[src/rtl/uart_tx_arbiter_if.sv]
// Handshake bundle between byte-producing clients, the UART TX arbiter and the transmitter.
// master = arbiter side, slave = clients/transmitter side.
interface uart_tx_arbiter_if #(
    parameter int NUM_REQ    = 4,
    parameter int DATA_WIDTH = 8
);
    localparam int ID_W = $clog2(NUM_REQ);

    logic [NUM_REQ-1:0]            req_valid;
    logic [NUM_REQ*DATA_WIDTH-1:0] req_data;
    logic [NUM_REQ-1:0]            req_lock;
    logic [NUM_REQ-1:0]            req_ready;
    logic                          tx_start;
    logic [DATA_WIDTH-1:0]         tx_data;
    logic                          tx_busy;
    logic                          tx_done;
    logic [ID_W-1:0]               grant_id;
    logic                          grant_valid;

    modport master (
        input  req_valid, req_data, req_lock, tx_busy, tx_done,
        output req_ready, tx_start, tx_data, grant_id, grant_valid
    );

    modport slave (
        output req_valid, req_data, req_lock, tx_busy, tx_done,
        input  req_ready, tx_start, tx_data, grant_id, grant_valid
    );
endinterface

[src/rtl/uart_tx_arbiter.sv]
// Round-robin scheduler sharing one UART transmitter among NUM_REQ byte clients.
// Optional grant locking is compiled in with `define UART_ARB_LOCK_EN.
//
// state     | meaning
// IDLE      | arbitrate; accept one byte from the winner when tx is not busy
// LAUNCH    | tx_start pulse, byte held on tx_data
// WAIT_DONE | frame in progress, wait for tx_done
module uart_tx_arbiter #(
    parameter int NUM_REQ    = 4,
    parameter int DATA_WIDTH = 8
) (
    input logic             clk,
    input logic             reset,
    uart_tx_arbiter_if.master bus
);
    localparam int ID_W = $clog2(NUM_REQ);

    typedef enum logic [1:0] {IDLE, LAUNCH, WAIT_DONE} state_t;

    state_t                  r_state;
    state_t                  w_state_next;
    logic [ID_W-1:0]         r_rr_ptr;
    logic [ID_W-1:0]         r_grant_id;
    logic [DATA_WIDTH-1:0]   r_tx_data;
    logic                    r_tx_start;
    logic [ID_W-1:0]         w_scan_ptr;
    logic [ID_W-1:0]         w_win;
    logic [ID_W-1:0]         w_rr_next;
    logic [NUM_REQ-1:0]      w_eligible;
    logic [NUM_REQ-1:0]      w_ready;
    logic                    w_found;
    logic                    w_accept;
    logic                    w_rr_advance;
    logic                    w_grant_valid;

    // NUM_REQ need not be a power of two, so wrap by compare.
    function automatic logic [ID_W-1:0] next_id(input logic [ID_W-1:0] id);
        return (id == ID_W'(NUM_REQ - 1)) ? '0 : id + 1'b1;
    endfunction

`ifdef UART_ARB_LOCK_EN
    logic            r_lock_active;
    logic [ID_W-1:0] r_lock_owner;
    logic            w_lock_drop;

    assign w_lock_drop = r_lock_active && !bus.req_valid[r_lock_owner];

    // A departed owner releases the lock and arbitration restarts just past it.
    always_comb begin
        w_eligible = bus.req_valid;
        w_scan_ptr = r_rr_ptr;
        if (r_lock_active) begin
            if (w_lock_drop) begin
                w_scan_ptr = next_id(r_lock_owner);
            end else begin
                w_eligible               = '0;
                w_eligible[r_lock_owner] = 1'b1;
            end
        end
    end

    assign w_rr_advance = (r_state == WAIT_DONE && bus.tx_done && !r_lock_active) ||
                          (r_state == IDLE && w_lock_drop);
    assign w_rr_next    = (r_state == IDLE) ? next_id(r_lock_owner) : next_id(r_grant_id);

    always_ff @(posedge clk or posedge reset) begin
        if (reset) begin
            r_lock_active <= 1'b0;
            r_lock_owner  <= '0;
        end else if (w_accept) begin
            r_lock_active <= bus.req_lock[w_win];
            r_lock_owner  <= w_win;
        end else if (r_state == IDLE && w_lock_drop) begin
            r_lock_active <= 1'b0;
        end
    end
`else
    logic w_unused_lock;

    assign w_unused_lock = ^bus.req_lock;
    assign w_eligible    = bus.req_valid;
    assign w_scan_ptr    = r_rr_ptr;
    assign w_rr_advance  = (r_state == WAIT_DONE) && bus.tx_done;
    assign w_rr_next     = next_id(r_grant_id);
`endif

    always_comb begin
        int idx;
        w_found = 1'b0;
        w_win   = '0;
        idx     = 0;
        for (int k = 0; k < NUM_REQ; k++) begin
            idx = int'(w_scan_ptr) + k;
            if (idx >= NUM_REQ) idx = idx - NUM_REQ;
            if (!w_found && w_eligible[idx]) begin
                w_found = 1'b1;
                w_win   = ID_W'(idx);
            end
        end
    end

    assign w_accept = (r_state == IDLE) && w_found && !bus.tx_busy && !reset;

    always_ff @(posedge clk or posedge reset) begin
        if (reset) r_state <= IDLE;
        else       r_state <= w_state_next;
    end

    always_comb begin
        w_state_next  = r_state;
        w_ready       = '0;
        w_grant_valid = 1'b0;
        case (r_state)
            IDLE: begin
                if (w_accept) begin
                    w_ready[w_win] = 1'b1;
                    w_state_next   = LAUNCH;
                end
            end
            LAUNCH: begin
                w_grant_valid = 1'b1;
                w_state_next  = WAIT_DONE;
            end
            WAIT_DONE: begin
                w_grant_valid = 1'b1;
                if (bus.tx_done) w_state_next = IDLE;
            end
            default: w_state_next = IDLE;
        endcase
    end

    always_ff @(posedge clk or posedge reset) begin
        if (reset) begin
            r_tx_start <= 1'b0;
            r_tx_data  <= '0;
            r_grant_id <= '0;
            r_rr_ptr   <= '0;
        end else begin
            r_tx_start <= w_accept;
            if (w_accept) begin
                r_tx_data  <= bus.req_data[int'(w_win)*DATA_WIDTH +: DATA_WIDTH];
                r_grant_id <= w_win;
            end
            if (w_rr_advance) r_rr_ptr <= w_rr_next;
        end
    end

    assign bus.req_ready   = w_ready;
    assign bus.tx_start    = r_tx_start;
    assign bus.tx_data     = r_tx_data;
    assign bus.grant_id    = r_grant_id;
    assign bus.grant_valid = w_grant_valid && !reset;
endmodule
[src/flat_wrapper.sv]
// flat-port wrapper written by rule: the top's interface ports become plain ports
module uart_tx_arbiter_flat 
#(
    parameter int NUM_REQ    = 4,
    parameter int DATA_WIDTH = 8
)
  (clk, reset, bus_req_valid, bus_req_data, bus_req_lock, bus_tx_busy, bus_tx_done, bus_req_ready, bus_tx_start, bus_tx_data, bus_grant_id, bus_grant_valid);
  uart_tx_arbiter_if #(.NUM_REQ(NUM_REQ), .DATA_WIDTH(DATA_WIDTH)) bus_i ();
  input logic clk;
  input logic reset;
  input wire logic [$bits(bus_i.req_valid)-1:0] bus_req_valid;
  input wire logic [$bits(bus_i.req_data)-1:0] bus_req_data;
  input wire logic [$bits(bus_i.req_lock)-1:0] bus_req_lock;
  input wire logic [$bits(bus_i.tx_busy)-1:0] bus_tx_busy;
  input wire logic [$bits(bus_i.tx_done)-1:0] bus_tx_done;
  output wire logic [$bits(bus_i.req_ready)-1:0] bus_req_ready;
  output wire logic [$bits(bus_i.tx_start)-1:0] bus_tx_start;
  output wire logic [$bits(bus_i.tx_data)-1:0] bus_tx_data;
  output wire logic [$bits(bus_i.grant_id)-1:0] bus_grant_id;
  output wire logic [$bits(bus_i.grant_valid)-1:0] bus_grant_valid;
  assign bus_i.req_valid = bus_req_valid;
  assign bus_i.req_data = bus_req_data;
  assign bus_i.req_lock = bus_req_lock;
  assign bus_i.tx_busy = bus_tx_busy;
  assign bus_i.tx_done = bus_tx_done;
  assign bus_req_ready = bus_i.req_ready;
  assign bus_tx_start = bus_i.tx_start;
  assign bus_tx_data = bus_i.tx_data;
  assign bus_grant_id = bus_i.grant_id;
  assign bus_grant_valid = bus_i.grant_valid;
  uart_tx_arbiter #(.NUM_REQ(NUM_REQ), .DATA_WIDTH(DATA_WIDTH)) u_core (.clk(clk), .reset(reset), .bus(bus_i));
endmodule
[config.mk]
export PLATFORM = sky130hd
export DESIGN_NAME = uart_tx_arbiter_flat
export DESIGN_NICKNAME = d
export VERILOG_FILES = /design/src/rtl/uart_tx_arbiter_if.sv /design/src/rtl/uart_tx_arbiter.sv /design/src/flat_wrapper.sv
export SDC_FILE = /design/constraint.sdc
export NUM_CORES = 1
export LEC_CHECK = 0
export CELL_PAD_IN_SITES_DETAIL_PLACEMENT = 1
export CELL_PAD_IN_SITES_GLOBAL_PLACEMENT = 2
export CORE_ASPECT_RATIO = 2
export CORE_UTILIZATION = 23
export CTS_BUF_LIST = sky130_fd_sc_hd__clkbuf_4 sky130_fd_sc_hd__clkbuf_8
export CTS_CLUSTER_SIZE = 28
export DETAILED_ROUTE_END_ITERATION = 12
export PLACE_DENSITY_LB_ADDON = 0.1
export SLEW_MARGIN = 25
export SYNTH_ARGS = -nofsm -noshare
export SYNTH_HDL_FRONTEND = slang
export SYNTH_SLANG_ARGS = --single-unit
[constraint.sdc]
create_clock -name clk -period 2.6 [get_ports clk]
set_input_delay 0.52 -clock clk [delete_from_list [all_inputs] [get_ports clk]]
set_output_delay 0.52 -clock clk [all_outputs]
set_load 0.05 [all_outputs]
==> results of run 1 <==
==> how the worst max path moves through the flow <==
stage	start	endpoint	slack [ns]	cells past startpoint
final	bus_req_valid[1]	bus_req_ready[0]	0.06	6
after floorplan	bus_req_valid[0]	bus_req_ready[1]	0.21	5
after CTS	bus_req_valid[0]	bus_req_ready[1]	0.02	7
after detailed placement	bus_req_valid[0]	bus_req_ready[1]	0.02	7
after global routing	bus_req_valid[1]	bus_req_ready[0]	-0.001	6
after global placement	bus_req_valid[1]	bus_req_ready[0]	0.06	6
==> through the flow <==
stage          setup TNS [ns]  std cells  utilization [%]
6_report                    0        209            41.94
3_5_place_dp                0        205            40.24
5_1_grt             -0.001206        209            41.94
2_1_floorplan               0         93                -
4_1_cts                     0        209            41.42
3_3_place_gp                0        205            40.24
==> worst max-delay path, cell delays in order <==
cell                              delay, ns
sky130_fd_sc_hd__clkdlybuf4s50_1       0.42
sky130_fd_sc_hd__or4_1                 0.55
sky130_fd_sc_hd__nand3_2               0.14
sky130_fd_sc_hd__inv_2                 0.06
sky130_fd_sc_hd__and3_1                0.17
sky130_fd_sc_hd__buf_12                0.15
==> registers in the layout, summed over array words and instances, names as in the netlist <==
signal / count
u_core.r_state: 2
u_core.bus.grant_id: 2
u_core.bus.tx_data: 8
u_core.r_rr_ptr: 2
u_core.bus.tx_start: 1
==> routing by layer <==
metal	wire, microns	share of wire, %
met5	0	0
met4	59	1.9
met3	113	3.6
met2	1886	60
met1	1082	34
==> cells in the final DEF, fill, tap and decap left out <==
| cell type | Yosys | final |
|---|---|---|
| sky130_fd_sc_hd__or4_1 | 1 | 1 |
| sky130_fd_sc_hd__mux2_2 | 1 | 1 |
| sky130_fd_sc_hd__and3_1 | 1 | 1 |
| sky130_fd_sc_hd__nor2_1 | 3 | 3 |
| sky130_fd_sc_hd__a21oi_1 | 2 | 2 |
| sky130_fd_sc_hd__a21o_1 | 1 | 1 |
| sky130_fd_sc_hd__clkbuf_4 | 0 | 1 |
| sky130_fd_sc_hd__a21oi_2 | 1 | 1 |
| sky130_fd_sc_hd__dfrtp_1 | 15 | 15 |
| sky130_fd_sc_hd__nand2_1 | 15 | 15 |
| sky130_fd_sc_hd__o221ai_2 | 9 | 9 |
| sky130_fd_sc_hd__clkbuf_8 | 0 | 3 |
| sky130_fd_sc_hd__o31ai_1 | 1 | 1 |
| sky130_fd_sc_hd__o21ai_0 | 4 | 4 |
| sky130_fd_sc_hd__mux2i_1 | 17 | 16 |
| sky130_fd_sc_hd__buf_12 | 0 | 2 |
| sky130_fd_sc_hd__nand2b_1 | 1 | 1 |
| sky130_fd_sc_hd__clkdlybuf4s50_1 | 0 | 50 |
| sky130_fd_sc_hd__o22ai_4 | 0 | 1 |
| sky130_fd_sc_hd__buf_4 | 1 | 10 |
| sky130_fd_sc_hd__or2_4 | 1 | 1 |
| sky130_fd_sc_hd__buf_6 | 2 | 2 |
| sky130_fd_sc_hd__inv_1 | 4 | 4 |
| sky130_fd_sc_hd__ha_1 | 4 | 4 |
| sky130_fd_sc_hd__nor2b_2 | 0 | 1 |
| sky130_fd_sc_hd__nand2_2 | 1 | 1 |
| sky130_fd_sc_hd__nand3_2 | 1 | 1 |
| sky130_fd_sc_hd__nor2b_1 | 3 | 2 |
| sky130_fd_sc_hd__mux2i_2 | 0 | 1 |
| sky130_fd_sc_hd__inv_2 | 1 | 1 |
| sky130_fd_sc_hd__o21a_1 | 1 | 1 |
==> logic make-up after synthesis <==
logic type | after synthesis
flip-flops | 15
AO/OA/AOI/OAI | 20
AND/OR/NAND/NOR | 27
multiplexers | 18
buffers and inverters | 9
adder cells (fa/ha/maj) | 4
==> layout make-up <==
cell class,count,area [sq um]
Clock buffer,4,48.80
Fill cell,475,2397
Inverter,5,18.77
Multi-Input combinational cell,69,585.6
Sequential cell,15,375.4
Tap cell,52,65.06
Timing Repair Buffer,64,638.1
==> power breakdown <==
group	internal (mW)	total [mW]	switching (mW)
logic	0.435	1.05	0.611
registers	0.336	0.418	0.0821
clock network	0.119	0.203	0.0843
==> results summary, run 1 <==
The run finished with clean final reports. Summed over all nets, the half-perimeter wirelength after detailed placement is 2615 microns. The worst min-delay path startpoint is u_core.bus.tx_data[6].

Of the total synthesized cell area, the portion taken by XOR and XNOR cells is 0%. The async set-or-reset flop fraction in the synthesized netlist is 100.0%. The later-pin clock latency in the skew report is approximately 0.25 ns. The number of global-route vias before repair is between 1000 and 1500.

Global routing used 15.40% of the available tracks. The post-place setup slack came out at around 0.018 ns. The area of the core is 0.004129 sq mm. The clock input transition at the sequential cells of the worst setup and hold paths is roughly 0.060 ns. The number of nets still failing antenna checks after routing came out at 0. The actual slew at the worst max-slew pin is 0.6051 ns. In this run the tightest slew margin relative to its limit is 59.61%. The worst setup path is captured at a primary output. The endpoint required time on the critical path is 2.08 ns.

The DRC violation count after routing is 0. The leakage power is 0.7723 nW. Setup violations remaining at the end of the flow were counted as 0.

The die covers 0.004636 sq mm. The mean number of vias per cell is 4.641. The post-CTS setup buffer count came out at 0. The setup check on the worst reg-to-reg path leaves a slack of 0.83 ns. The data arrival time of the critical path is 2.02 ns.

The highest clock rate is 393.8 MHz. The largest total area in the synthesized netlist belongs to sky130_fd_sc_hd__dfrtp_1. The first TritonRoute pass finished after 3 iterations.

In this run the horizontal extent of the chip is 48.65 microns. The number of antenna violations at the first check in global routing is 0. The worst hold path belongs to the class register to register. The congestion estimate from routability-driven global placement came to 0.6863. Once layout is done, the placed cells without fillers occupy 0.001732 sq mm.

The DRC violation total after the first TritonRoute iteration is 16. The total clock sinks came out at 15. The repair_antennas step left the layout with diodes totalling 0. In the finished design, the share of the clock period the worst path needs comes to 97.67%. The maximum fanout along the worst path is 3. The mean cell area of the mapped netlist is between 10 and 15 sq um. The global-route track usage on met2 came out at 30.67%. The first global-routing pass estimated 5340 microns of wire. The net total in the final layout is 206. Global routing finished with a remaining overflow of 0. The total of buffers placed on input and output ports came out at 55.

The source of the worst register-to-register timing path is u_core.r_rr_ptr[1]. The global routing usage on met3 came out at 1.595%. Global routing used 15.14% of the available met1 tracks. The setup slack after layout came out at 0.06052 ns. The layout cell share with drive strength beyond 1 is between 20% and 30%. The initial utilization of the core area, before any placement, comes to around 24%. The number of H-tree levels is 1. The die height is 95.30 microns.

The number of buffers created by CTS came out at 3. The commonest cells after synthesis are sky130_fd_sc_hd__mux2i_1, sky130_fd_sc_hd__dfrtp_1, sky130_fd_sc_hd__nand2_1. The cts-stage hold buffer count came out at 0. The largest buffer count on any clock path is 2. Across the run, the number of max-cap violations was 0. The number of vias after detailed routing came out at 970.

The power per cell area came out at 963.2 mW/mm^2. The average wire per cell in the routed design came out at 15.03 microns. The number of standard cells after synthesis came out at 93. The area growth from synthesis to layout came out at 73.00%. For hold timing, the worst endpoint is u_core.bus.tx_data[6]. The synthesized netlist devotes roughly 5% of its cell area to adder and majority cells.

The launching element type of the critical path is a primary input. The instance count along the most critical hold path came out at 2. Yosys attributes the largest share of cell area to sky130_fd_sc_hd__dfrtp_1, sky130_fd_sc_hd__mux2i_1, sky130_fd_sc_hd__o221ai_2.

The synthesized-area fraction occupied by ao, oa, aoi and oai cells came out at 20.88%. The unique cell type count in the Yosys netlist is 26. The worst register-to-register path has a depth of 6. The most instantiated library cell after synthesis is sky130_fd_sc_hd__mux2i_1.

The root buffer cell chosen for the clock tree is sky130_fd_sc_hd__clkbuf_8. The final wirelength is roughly 3100 microns. The maximum number of pins on one net before global-route repair came out at 16. The final critical path time including I/O delays and setup came out at 2.539 ns. The capture point of the worst reg-to-reg path is u_core.bus.tx_data[5]. The initialized floorplan defines 33 standard-cell rows. The hold violation total from the final report is 0.

Gates resized during post-CTS repair numbered 0. Summing the areas of all and, or, nand and nor instances in the mapped netlist gives between 10% and 20% of the synthesized area. The count of flip-flops with a built-in enable after synthesis came out at 0. The count of final max-slew check failures is 0. The sequential fraction of the synthesis area came out at 37.50%. The synthesis warning total is 0. TritonCTS built the clock tree.

In this run, synthesis produced a sequential element count of 15. The net count after synthesis is about 140. The critical path is of the primary input to primary output type. The top cell type by area accounts for 37.50% of the synthesized area.

By area, the combinational part of the netlist is dominated by compound AO/OA/AOI/OAI gates. The final worst clock skew came out at 0.001354 ns. The total I/O pin count is 60. The post-synthesis instance area is 0.001001 sq mm.

The post-layout total power is 1.668 mW. The peak-usage layer in the global routing report is met2. The worst-case vdd ir drop came out at 0.0004303 V. The most used flip-flop cell after synthesis is sky130_fd_sc_hd__dfrtp_1. On the final layout, the worst hold slack is roughly 0.50 ns. The total cell area at the placement stage is 0.001662 sq mm. The multiplexer share of the synthesized area is about 18%.
Note: power is estimated with default switching activity, not from simulation.
==> run 2: changes to the inputs <==
--- a/config.mk
+++ b/config.mk
@@ -13,6 +13,7 @@
 export CTS_CLUSTER_SIZE = 28
 export DETAILED_ROUTE_END_ITERATION = 12
 export PLACE_DENSITY_LB_ADDON = 0.1
+export RECOVER_POWER = 50
 export SLEW_MARGIN = 25
 export SYNTH_ARGS = -nofsm -noshare
 export SYNTH_HDL_FRONTEND = slang
==> run 2 against run 1 <==
Effect of this change: clock power about the same; sequential share of layout area up 0.094 points; register-to-register slack about the same; sequential power about the same; power down 0.86%; sequential cell count unchanged; wire length down 0.19%; clock skew about the same; worst hold slack worse by 0.0035 ns; count of clock-buffer cells in the layout unchanged; largest cell class unchanged; combinational power about the same; design area down 0.43%.
==> results summary, run 2 (synthesized netlist as in run 1, its figures left out) <==
Outcome: complete, no violations (unchanged). The type of the worst setup path is primary input to primary output (unchanged). The hold violation total from the final report came out at 0 (unchanged). The cell at the root of the clock tree is sky130_fd_sc_hd__clkbuf_8 (unchanged).

The TritonCTS clock tree is yes (unchanged). The number of standard-cell rows in the floorplan came out at 33 (unchanged). The area of the core is 0.004129 sq mm (unchanged). The net total in the final layout is 206 (unchanged). The global-route congestion overflow total was 0 (unchanged). The number of H-tree levels is 1 (unchanged).

The capture point of the worst reg-to-reg path was u_core.r_state[1] (was u_core.bus.tx_data[5]). The worst-case vdd ir drop was 0.0004295 V (was 0.0004303 V). The power share of the sequential group was 25.3% (was 25.1%). The max-cap violation count came out at 0 (unchanged). The minimum setup slack among reg-to-reg paths is 0.82 ns (was 0.83 ns). The instance count along the most critical hold path is 2 (unchanged). The area growth from synthesis to layout is 72.25% (was 73.00%). The effective utilization at floorplan is 24.24% (unchanged). The number of setup violations in the final report is 0 (unchanged). The number of global-route vias before repair came out at 1137 (unchanged). The actual slew at the worst max-slew pin is 0.6424 ns (was 0.6051 ns). The highest clock rate is 394.0 MHz (was 393.8 MHz). The DRC violation count after routing is 0 (unchanged). The average wire per cell in the routed design came to 15.00 microns (was 15.03 microns). The maximum number of pins on one net before global-route repair was 16 (unchanged).

The post-route setup TNS came to 0 ns (unchanged). The final critical path time including I/O delays and setup came out at 2.538 ns (was 2.539 ns). The total internal power came to 0.8766 mW (was 0.8901 mW). The horizontal die dimension is 48.65 microns (unchanged). The power per cell area is 959.0 mW/mm^2 (was 963.2 mW/mm^2). The worst min-delay path startpoint is u_core.bus.tx_data[2] (was u_core.bus.tx_data[6]).

Setup repair after global routing left no endpoint under its margin. The part of the power in combinational logic is 62.4% (was 62.7%). The die height came out at 95.30 microns (unchanged).

The classification of the worst-slack hold path is register to register (unchanged). The most frequent standard cell in the layout excluding fill and tap cells is sky130_fd_sc_hd__clkdlybuf4s50_1 (unchanged). The number of flip-flops under the largest register name is 8 (unchanged). The later-pin clock latency in the skew report came out at 0.25 ns (about the same). The post-layout total power was 1.654 mW (was 1.668 mW). The leakage power is 0.7697 nW (was 0.7723 nW). The global placer's final weighted congestion came to 0.6863 (unchanged).

The worst hold slack after final layout came out at 0.4944 ns (was 0.4979 ns). The number of nets still failing antenna checks after routing was 0 (unchanged). The total of buffers placed on input and output ports came to 55 (unchanged).

The first-pass GRT wire length is 5340 microns (unchanged). The global router's overall resource usage came to 15.40% (unchanged). The remaining max-slew budget at the tightest pin came out at 57.17% (was 59.61%).

The final wirelength is 3135 microns (was 3141 microns). The post-place setup slack is 0.01760 ns (unchanged). The maximum fanout along the worst path is 3 (unchanged).

Commonest cells after routing, fill and taps aside: sky130_fd_sc_hd__clkdlybuf4s50_1, sky130_fd_sc_hd__mux2i_1, sky130_fd_sc_hd__nand2_1, sky130_fd_sc_hd__dfrtp_1, sky130_fd_sc_hd__o221ai_2 (was sky130_fd_sc_hd__clkdlybuf4s50_1, sky130_fd_sc_hd__mux2i_1, sky130_fd_sc_hd__nand2_1, sky130_fd_sc_hd__dfrtp_1, sky130_fd_sc_hd__buf_4). The type of element capturing the critical path is a primary output (unchanged). The worst reg2reg path depth is 7 (was 6). The final design instance area without fill came out at 0.001724 sq mm (was 0.001732 sq mm). The number of antenna violations at the first check in global routing is 0 (unchanged). The cts-stage hold buffer count is 0 (unchanged). The share of total power in the clock network is 12.3% (was 12.2%).

The switching part of the total came out at 46.98% (was 46.64%). The setup slack after layout is 0.06212 ns (was 0.06052 ns). The mean number of vias per cell came out at 4.646 (was 4.641).

The number of buffers created by CTS is 3 (unchanged). The net switching power came out at 0.7769 mW (was 0.7778 mW). The number of cells in the design after placement came out at 205 (unchanged). The final worst clock skew is 0.001296 ns (was 0.001354 ns).

The number of standard cells in the final layout excluding fillers is 209 (unchanged). The total I/O pin count came out at 60 (unchanged). The estimated wirelength of the detail-placed design was 2615 microns (unchanged). The count of final max-slew check failures is 0 (unchanged). The total clock sinks came to 15 (unchanged). The number of vias after detailed routing is 971 (was 970).

The layout cell share with drive strength beyond 1 is 21.66% (was 22.93%). The data arrival time of the critical path was 2.02 ns (about the same). The worst min-delay path endpoint is u_core.bus.tx_data[2] (was u_core.bus.tx_data[6]). The final period utilization is 97.61% (was 97.67%). The largest buffer count on any clock path is 2 (unchanged). The DRC violation total after the first TritonRoute iteration came to 16 (unchanged).

The utilization after layout is 41.76% (was 41.94%). The area enclosed by the die boundary is 0.004636 sq mm (unchanged). The first-pass iteration count of the detailed router is 3 (unchanged). The launching element type of the critical path is a primary input (unchanged). The source of the worst register-to-register timing path is u_core.r_state[0] (was u_core.r_rr_ptr[1]). The number of diodes is 0 (unchanged).

The endpoint required time on the critical path is 2.08 ns (about the same). The clock input transition at the sequential cells of the worst setup and hold paths came to 0.06 ns (about the same). The total cell area at the placement stage was 0.001662 sq mm (unchanged).
run 2: area by class of cell:
type / instances / area, sq um
Timing Repair Buffer: 64 / 630.6
Sequential cell: 15 / 375.4
Fill cell: 474 / 2405
Inverter: 5 / 18.77
Clock buffer: 4 / 48.80
Tap cell: 52 / 65.06
Multi-Input combinational cell: 69 / 585.6
run 2: power groups by stage:
stage	Combinational, mW	Clock [mW]	Sequential (mW)
3_3_place_gp	1.01	0	0.415
5_1_grt	1.11	0.222	0.434
3_5_place_dp	1.05	0	0.417
4_1_cts	1.05	0.212	0.417
6_report	1.03	0.203	0.418
2_1_floorplan	0.439	0	0.660
run 2: worst max path at each step:
stage | endpoint | slack (ns) | cells after the start | startpoint
floorplan | bus_req_ready[1] | 0.21 | 5 | bus_req_valid[0]
global placement | bus_req_ready[0] | 0.06 | 6 | bus_req_valid[1]
detailed placement | bus_req_ready[1] | 0.02 | 7 | bus_req_valid[0]
CTS | bus_req_ready[1] | 0.02 | 7 | bus_req_valid[0]
global route | bus_req_ready[0] | 0.001 | 6 | bus_req_valid[1]
finish | bus_req_ready[0] | 0.06 | 6 | bus_req_valid[1]
run 2: critical path: stages:
cell                              delay, ns
sky130_fd_sc_hd__clkdlybuf4s50_1       0.42
sky130_fd_sc_hd__or4_1                 0.55
sky130_fd_sc_hd__nand3_2               0.14
sky130_fd_sc_hd__inv_2                 0.06
sky130_fd_sc_hd__and3_1                0.17
sky130_fd_sc_hd__buf_12                0.15
run 2: per-layer routing:
metal | routed length (microns) | share of wire [%] | track usage (%) | vias to the layer above
met1 | 1077 | 34 | 15.14 | 470
met5 | 0 | 0 | 0 | -
met4 | 59 | 1.9 | 8.088 | 0
met3 | 113 | 3.6 | 1.595 | 4
li1 | - | - | - | 463
met2 | 1885 | 60 | 30.67 | 34
run 2: what timing repair did:
action / in CTS / in global routing
setup endpoints to repair: 0 / 3
resized for setup: 0 / 5
buffers inserted: 0 / 0
==> run 3: changes to the inputs <==
--- a/config.mk
+++ b/config.mk
@@ -10,7 +10,7 @@
 export CORE_ASPECT_RATIO = 2
 export CORE_UTILIZATION = 23
 export CTS_BUF_LIST = sky130_fd_sc_hd__clkbuf_4 sky130_fd_sc_hd__clkbuf_8
-export CTS_CLUSTER_SIZE = 28
+export CTS_CLUSTER_SIZE = 30
 export DETAILED_ROUTE_END_ITERATION = 12
 export PLACE_DENSITY_LB_ADDON = 0.1
 export RECOVER_POWER = 50
==> results of run 3 <==
The final DEF is identical to that of run 2; final timing and power are the same.
